$ cat src/rtl/uart_pkg.sv
// UART shared definitions: tx state encoding, parity modes
// and the bit-period counter limit.
package uart_pkg;

  typedef enum logic [2:0] {
    ST_IDLE   = 3'd0,
    ST_START  = 3'd1,
    ST_DATA   = 3'd2,
    ST_PARITY = 3'd3,
    ST_STOP   = 3'd4
  } tx_state_e;

  localparam int PAR_NONE = 0;
  localparam int PAR_ODD  = 1;
  localparam int PAR_EVEN = 2;

  // Terminal count of the baud counter; one bit is this plus one clocks.
  function automatic int calc_bit_cnt(input int clk_freq,
                                      input int baud);
    return clk_freq / baud - 1;
  endfunction

endpackage

$ cat src/rtl/uart_baud_tick.sv
// Bit-period timer: pulses bit_end_o on the last clock of each bit.
// Dropping en_i parks the counter at zero.
module uart_baud_tick #(
  parameter int BIT_CNT = 9
) (
  input  logic clk,
  input  logic rst_n,
  input  logic en_i,
  output logic bit_end_o
);

  localparam int W = $clog2(BIT_CNT + 1);
  localparam logic [W-1:0] MAX = W'(BIT_CNT);

  logic [W-1:0] cnt_q;
  logic [W-1:0] cnt_d;

  // Next count: wrap at the terminal value, clear when disabled.
  always_comb begin
    cnt_d = cnt_q + W'(1);
    if (!en_i || cnt_q == MAX) begin
      cnt_d = '0;
    end
  end

  // Counter register.
  always_ff @(posedge clk or negedge rst_n) begin
    if (!rst_n) begin
      cnt_q <= '0;
    end else begin
      cnt_q <= cnt_d;
    end
  end

  assign bit_end_o = en_i && (cnt_q == MAX);

endmodule

$ cat src/rtl/uart_tx.sv
// UART transmitter: start bit, LSB-first payload, optional parity,
// one or two stop bits, with a valid/ready source handshake.
module uart_tx
  import uart_pkg::*;
#(
  parameter int CLK_FREQ  = 50_000_000,
  parameter int BAUD_RATE = 9600,
  parameter int DATA_BITS = 8,
  parameter int PARITY    = 0,
  parameter int STOP_BITS = 1
) (
  input  logic                 clk,
  input  logic                 rst_n,
  input  logic [DATA_BITS-1:0] tx_data,
  input  logic                 tx_valid,
  output logic                 tx_ready,
  output logic                 tx,
  output logic                 tx_busy,
  output logic                 tx_done
);

  localparam int BIT_CNT = calc_bit_cnt(CLK_FREQ, BAUD_RATE);
  localparam logic [3:0] LAST_IDX = 4'(DATA_BITS - 1);
  localparam logic STOP_LAST = (STOP_BITS == 2);

  if (BIT_CNT < 1 || DATA_BITS < 5 || DATA_BITS > 9 ||
      PARITY < 0 || PARITY > 2 ||
      (STOP_BITS != 1 && STOP_BITS != 2)) begin : g_bad_cfg
    $error("uart_tx: illegal parameter combination");
  end

  tx_state_e            state_q;
  logic                 tx_q;
  logic                 done_q;
  logic [DATA_BITS-1:0] sh_q;
  logic                 par_q;
  logic [3:0]           idx_q;
  logic                 stop_q;
  logic                 bit_end;
  logic                 tick_en;

  assign tick_en = (state_q != ST_IDLE);

  uart_baud_tick #(
    .BIT_CNT (BIT_CNT)
  ) u_tick (
    .clk       (clk),
    .rst_n     (rst_n),
    .en_i      (tick_en),
    .bit_end_o (bit_end)
  );

  // Frame sequencer with registered line and done pulse.
  always_ff @(posedge clk or negedge rst_n) begin
    if (!rst_n) begin
      state_q <= ST_IDLE;
      tx_q    <= 1'b1;
      done_q  <= 1'b0;
      sh_q    <= '0;
      par_q   <= 1'b0;
      idx_q   <= '0;
      stop_q  <= 1'b0;
    end else begin
      done_q <= 1'b0;
      case (state_q)
        ST_IDLE: begin
          tx_q   <= 1'b1;
          idx_q  <= '0;
          stop_q <= 1'b0;
          if (tx_valid) begin
            sh_q    <= tx_data;
            par_q   <= (PARITY == PAR_ODD) ? ~^tx_data : ^tx_data;
            tx_q    <= 1'b0;
            state_q <= ST_START;
          end
        end
        ST_START: begin
          if (bit_end) begin
            tx_q    <= sh_q[0];
            sh_q    <= sh_q >> 1;
            idx_q   <= '0;
            state_q <= ST_DATA;
          end
        end
        ST_DATA: begin
          if (bit_end) begin
            if (idx_q == LAST_IDX) begin
              if (PARITY != PAR_NONE) begin
                tx_q    <= par_q;
                state_q <= ST_PARITY;
              end else begin
                tx_q    <= 1'b1;
                state_q <= ST_STOP;
              end
            end else begin
              tx_q  <= sh_q[0];
              sh_q  <= sh_q >> 1;
              idx_q <= idx_q + 4'd1;
            end
          end
        end
        ST_PARITY: begin
          if (bit_end) begin
            tx_q    <= 1'b1;
            state_q <= ST_STOP;
          end
        end
        ST_STOP: begin
          tx_q <= 1'b1;
          if (bit_end) begin
            if (stop_q == STOP_LAST) begin
              stop_q  <= 1'b0;
              done_q  <= 1'b1;
              state_q <= ST_IDLE;
            end else begin
              stop_q <= 1'b1;
            end
          end
        end
        default: begin
          tx_q    <= 1'b1;
          state_q <= ST_IDLE;
        end
      endcase
    end
  end

  assign tx       = tx_q;
  assign tx_done  = done_q;
  assign tx_ready = (state_q == ST_IDLE);
  assign tx_busy  = (state_q != ST_IDLE);

endmodule

$ cat config.mk
export PLATFORM = sky130hd
export DESIGN_NAME = uart_tx
export DESIGN_NICKNAME = d
export VERILOG_FILES = /design/src/rtl/uart_pkg.sv /design/src/rtl/uart_baud_tick.sv /design/src/rtl/uart_tx.sv
export SDC_FILE = /design/constraint.sdc
export NUM_CORES = 1
export LEC_CHECK = 0
export CAP_MARGIN = 20
export CORE_MARGIN = 2
export CORE_UTILIZATION = 50
export CTS_BUF_LIST = sky130_fd_sc_hd__clkbuf_8
export DETAILED_ROUTE_END_ITERATION = 10
export DONT_BUFFER_PORTS = 1
export GPL_TIMING_DRIVEN = 0
export RECOVER_POWER = 50
export SETUP_SLACK_MARGIN = 0.15
export SLEW_MARGIN = 20
export SYNTH_ARGS = -nofsm -noshare
export SYNTH_HDL_FRONTEND = slang
export SYNTH_SLANG_ARGS = --single-unit
$ cat constraint.sdc
create_clock -name clk -period 4.8 [get_ports clk]
set_clock_uncertainty 0.15 [all_clocks]
set_input_delay 0.48 -clock clk [delete_from_list [all_inputs] [get_ports clk]]
set_output_delay 0.48 -clock clk [all_outputs]
set_load 0.03 [all_outputs]
==> out/qor.csv <==
metric,value,unit
initial_utilization,52.2,%
hold_path_class,in2reg,
reg2reg_slack,2.25,ns
violations,"max-capacitance violations, max-slew violations",
worst-path-buf-inv,2,
grt_max_degree,32,
finalWirelength,2820,microns
n_fill_cell,259,
synth.avg_cell_area,11.0,sq um
cp-startpoint,state_q[2]$_DFFE_PN0P_,
worst-path-stages,6,
endpoint,sh_q[1]$_DFFE_PN0P_,
vias,1077,
dp.cells,188,
critPathKind,reg2reg,
status,"finished, violations left",
cts_setup_buffers,0,
ff2ff_path_depth,6,
yosys.area.top_type_share,47.5,%
grt_pass1_vias,1114,
fin_crit,2.55,ns
yosysTopAreaCell,dfrtp_1,
yosysSeqAreaShare,49.2,%
finish.utilization,57.1,%
insertedDiodeCount,0,
synth_flop_cell,dfrtp_1,
die_w,60.2,microns
max-clock-path-buffers,2,
drc,0,
hpwlAfterDp,1950,microns
power_density,406,nW/um^2
cts_buffers,5,
root_buffer,clkbuf_8,
die_area,3630,sq um
antenna_found_initial,0,
timing.slew.headroom,-10.1,%
first_iter_violations,72,
synth_enable_flop_cells,0,
syn_to_final_growth,9.42,%
cts_hold_buf,2,
core_area,3030,sq um
synth_cells,144,
synth_top_cells_by_count,"30 x dfrtp_1, 20 x nor2_1, 11 x nand3_1",
yosysWarnings,0,
ir_worst_vdd,0.000165,V
final_cell_count_no_fill,198,
post_cts_resized,0,
fmax,392,MHz
path_delay_family,simple AND/OR/NAND/NOR gates,
die_h,60.2,microns
period_share,53.2,%
wl_per_cell,14.2,microns
worst-path-max-fanout,8,
clk_pin_slew,0.07,ns
firstDrtPassIters,4,
worst_pin_slew,1.65,ns
rr_endpoint,sh_q[1]$_DFFE_PN0P_,
placed_cell_area,1640,sq um
synth_seq_cells,31,
ioPinCount,15,
track_usage,18.5,%
critPathCaptureType,flip-flop,
clkLatencyLatePin,0.28,ns
via_per_inst,5.44,
cts_tree,built,
slowest_delay,0.61,ns
fin_area,1730,sq um
finalSetupViolCount,0,
placementRows,20,
synth_fp_nets,157,
synth_area,1580,sq um
drv_slew,32,
grt_setup_unrepaired,false,
path_cells,buf_2 -> nor3_2 -> inv_1 -> nand4_1 -> a21oi_4 -> mux2_4,
totalPowerFinal,0.703,mW
arrival,2.56,ns
synth_most_common_cell,dfrtp_1,
hold_viol,0,
cp_slowest_cell,nor3_2,
finalSetupTns,0,ns
synth_area_leaders,"dfrtp_1 48%, mux2_4 6.7%, mux2_2 5.0%",
htree_levels,2,
r2r_start,state_q[2]$_DFFE_PN0P_,
grt_overflow_total,0,
drive_above_1_share,18.8,%
detail-route-antenna-nets,0,
synth.distinct_cells,37,
nNetsFinal,166,
cp.required,4.81,ns
globalplace.congestion,0.857,
cts_num_sinks,31,
port_buffers,0,
async_flop_share,100,%
cap_violations,1,
grt_pass1_wl,4940,microns
p_leak,0.753,nW
cp-start-kind,flip-flop,
-- power by group --
| part | switching [mW] | leakage (nW) | internal (mW) |
|---|---|---|---|
| logic | 0.0599 | 0.300 | 0.0914 |
| clock network | 0.0900 | 0.0519 | 0.0963 |
| registers | 0.0495 | 0.401 | 0.316 |
| total | 0.199 | 0.753 | 0.503 |
-- sequential cells by signal, indices dropped and copies added (netlist names) --
name / count
idx_q: 4
sh_q: 8
state_q: 3
stop_q: 1
tx: 1
tx_done: 1
u_tick.cnt_q: 13
-- logic make-up (layout without fill, tap and decap cells) --
group                      Yosys count  after routing  synth area share [%]
and+or+nand+nor                     63             63                  22.2
adders and majority gates            2              2                  1.58
xor gates and xnor gates            11             11                  6.10
muxes                               16             16                  12.9
DFF                                 31             31                  49.2
AOI/OAI and AO/OA                   12             12                  5.70
buffers and inverters                9             19                  2.30
-- worst min-delay path by stage --
stage / startpoint / endpoint / slack, ns / cells after the start
after floorplan: rst_n / idx_q[0]$_DFFE_PN0P_ / 0.03 / 0
after global placement: rst_n / u_tick.cnt_q[8]$_DFF_PN0_ / 0.04 / 0
after detailed placement: rst_n / u_tick.cnt_q[10]$_DFF_PN0_ / 0.04 / 0
after CTS: tx_valid / sh_q[7]$_DFFE_PN0P_ / 0.19 / 2
after global routing: tx_valid / sh_q[7]$_DFFE_PN0P_ / 0.20 / 2
final: tx_valid / sh_q[7]$_DFFE_PN0P_ / 0.20 / 2
-- cell usage in the layout, fill, tap and decap left out, types with 3 or more instances in the layout --
| cell type | netlist | final |
|---|---|---|
| xnor2_1 | 8 | 8 |
| dfrtp_1 | 30 | 30 |
| and3_1 | 4 | 4 |
| o21ai_0 | 3 | 3 |
| clkbuf_8 | 0 | 5 |
| nand4_1 | 4 | 4 |
| nor3_1 | 4 | 4 |
| nand2_1 | 6 | 6 |
| nand3_1 | 11 | 11 |
| mux2_4 | 7 | 7 |
| nor2_1 | 20 | 20 |
| xor2_1 | 3 | 3 |
| inv_1 | 7 | 10 |
| mux2_2 | 7 | 7 |
-- routing by layer --
metal | global-route usage [%] | up-vias | wire length (microns)
met3 | 6.28 | 4 | 114
met2 | 28.3 | 21 | 1240
met1 | 24.4 | 524 | 1440
li1 | - | 528 | -
met4 | 6.67 | 0 | 29
met5 | 0 | - | 0
-- per-stage QoR --
| step | hold slack [ns] | setup slack [ns] |
|---|---|---|
| 2_1_floorplan | 0.0344 | 2.53 |
| 5_1_grt | 0.204 | 2.12 |
| 3_5_place_dp | 0.0351 | 2.26 |
| 3_3_place_gp | 0.0350 | 2.27 |
| 6_report | 0.197 | 2.25 |
| 4_1_cts | 0.192 | 2.24 |
-- cell type report --
cell class	count	area, sq um	area share, %
clock inverter	3	11.3	0.651
clock buffer	5	68.8	3.98
multi-input combinational	104	767	44.4
timing repair buffer	2	13.8	0.796
sequential	31	777	44.9
buffer	2	10.0	0.579
inverter	7	26.3	1.52
tap	44	55.1	3.18
-- worst register-to-register path, cell delays in order (launching register included) --
cell and delay (ns):
dfrtp_1 0.36, buf_2 0.17, nor3_2 0.61, inv_1 0.45, nand4_1 0.24, a21oi_4 0.14
mux2_4 0.32
(Power assumes the default switching activity.)
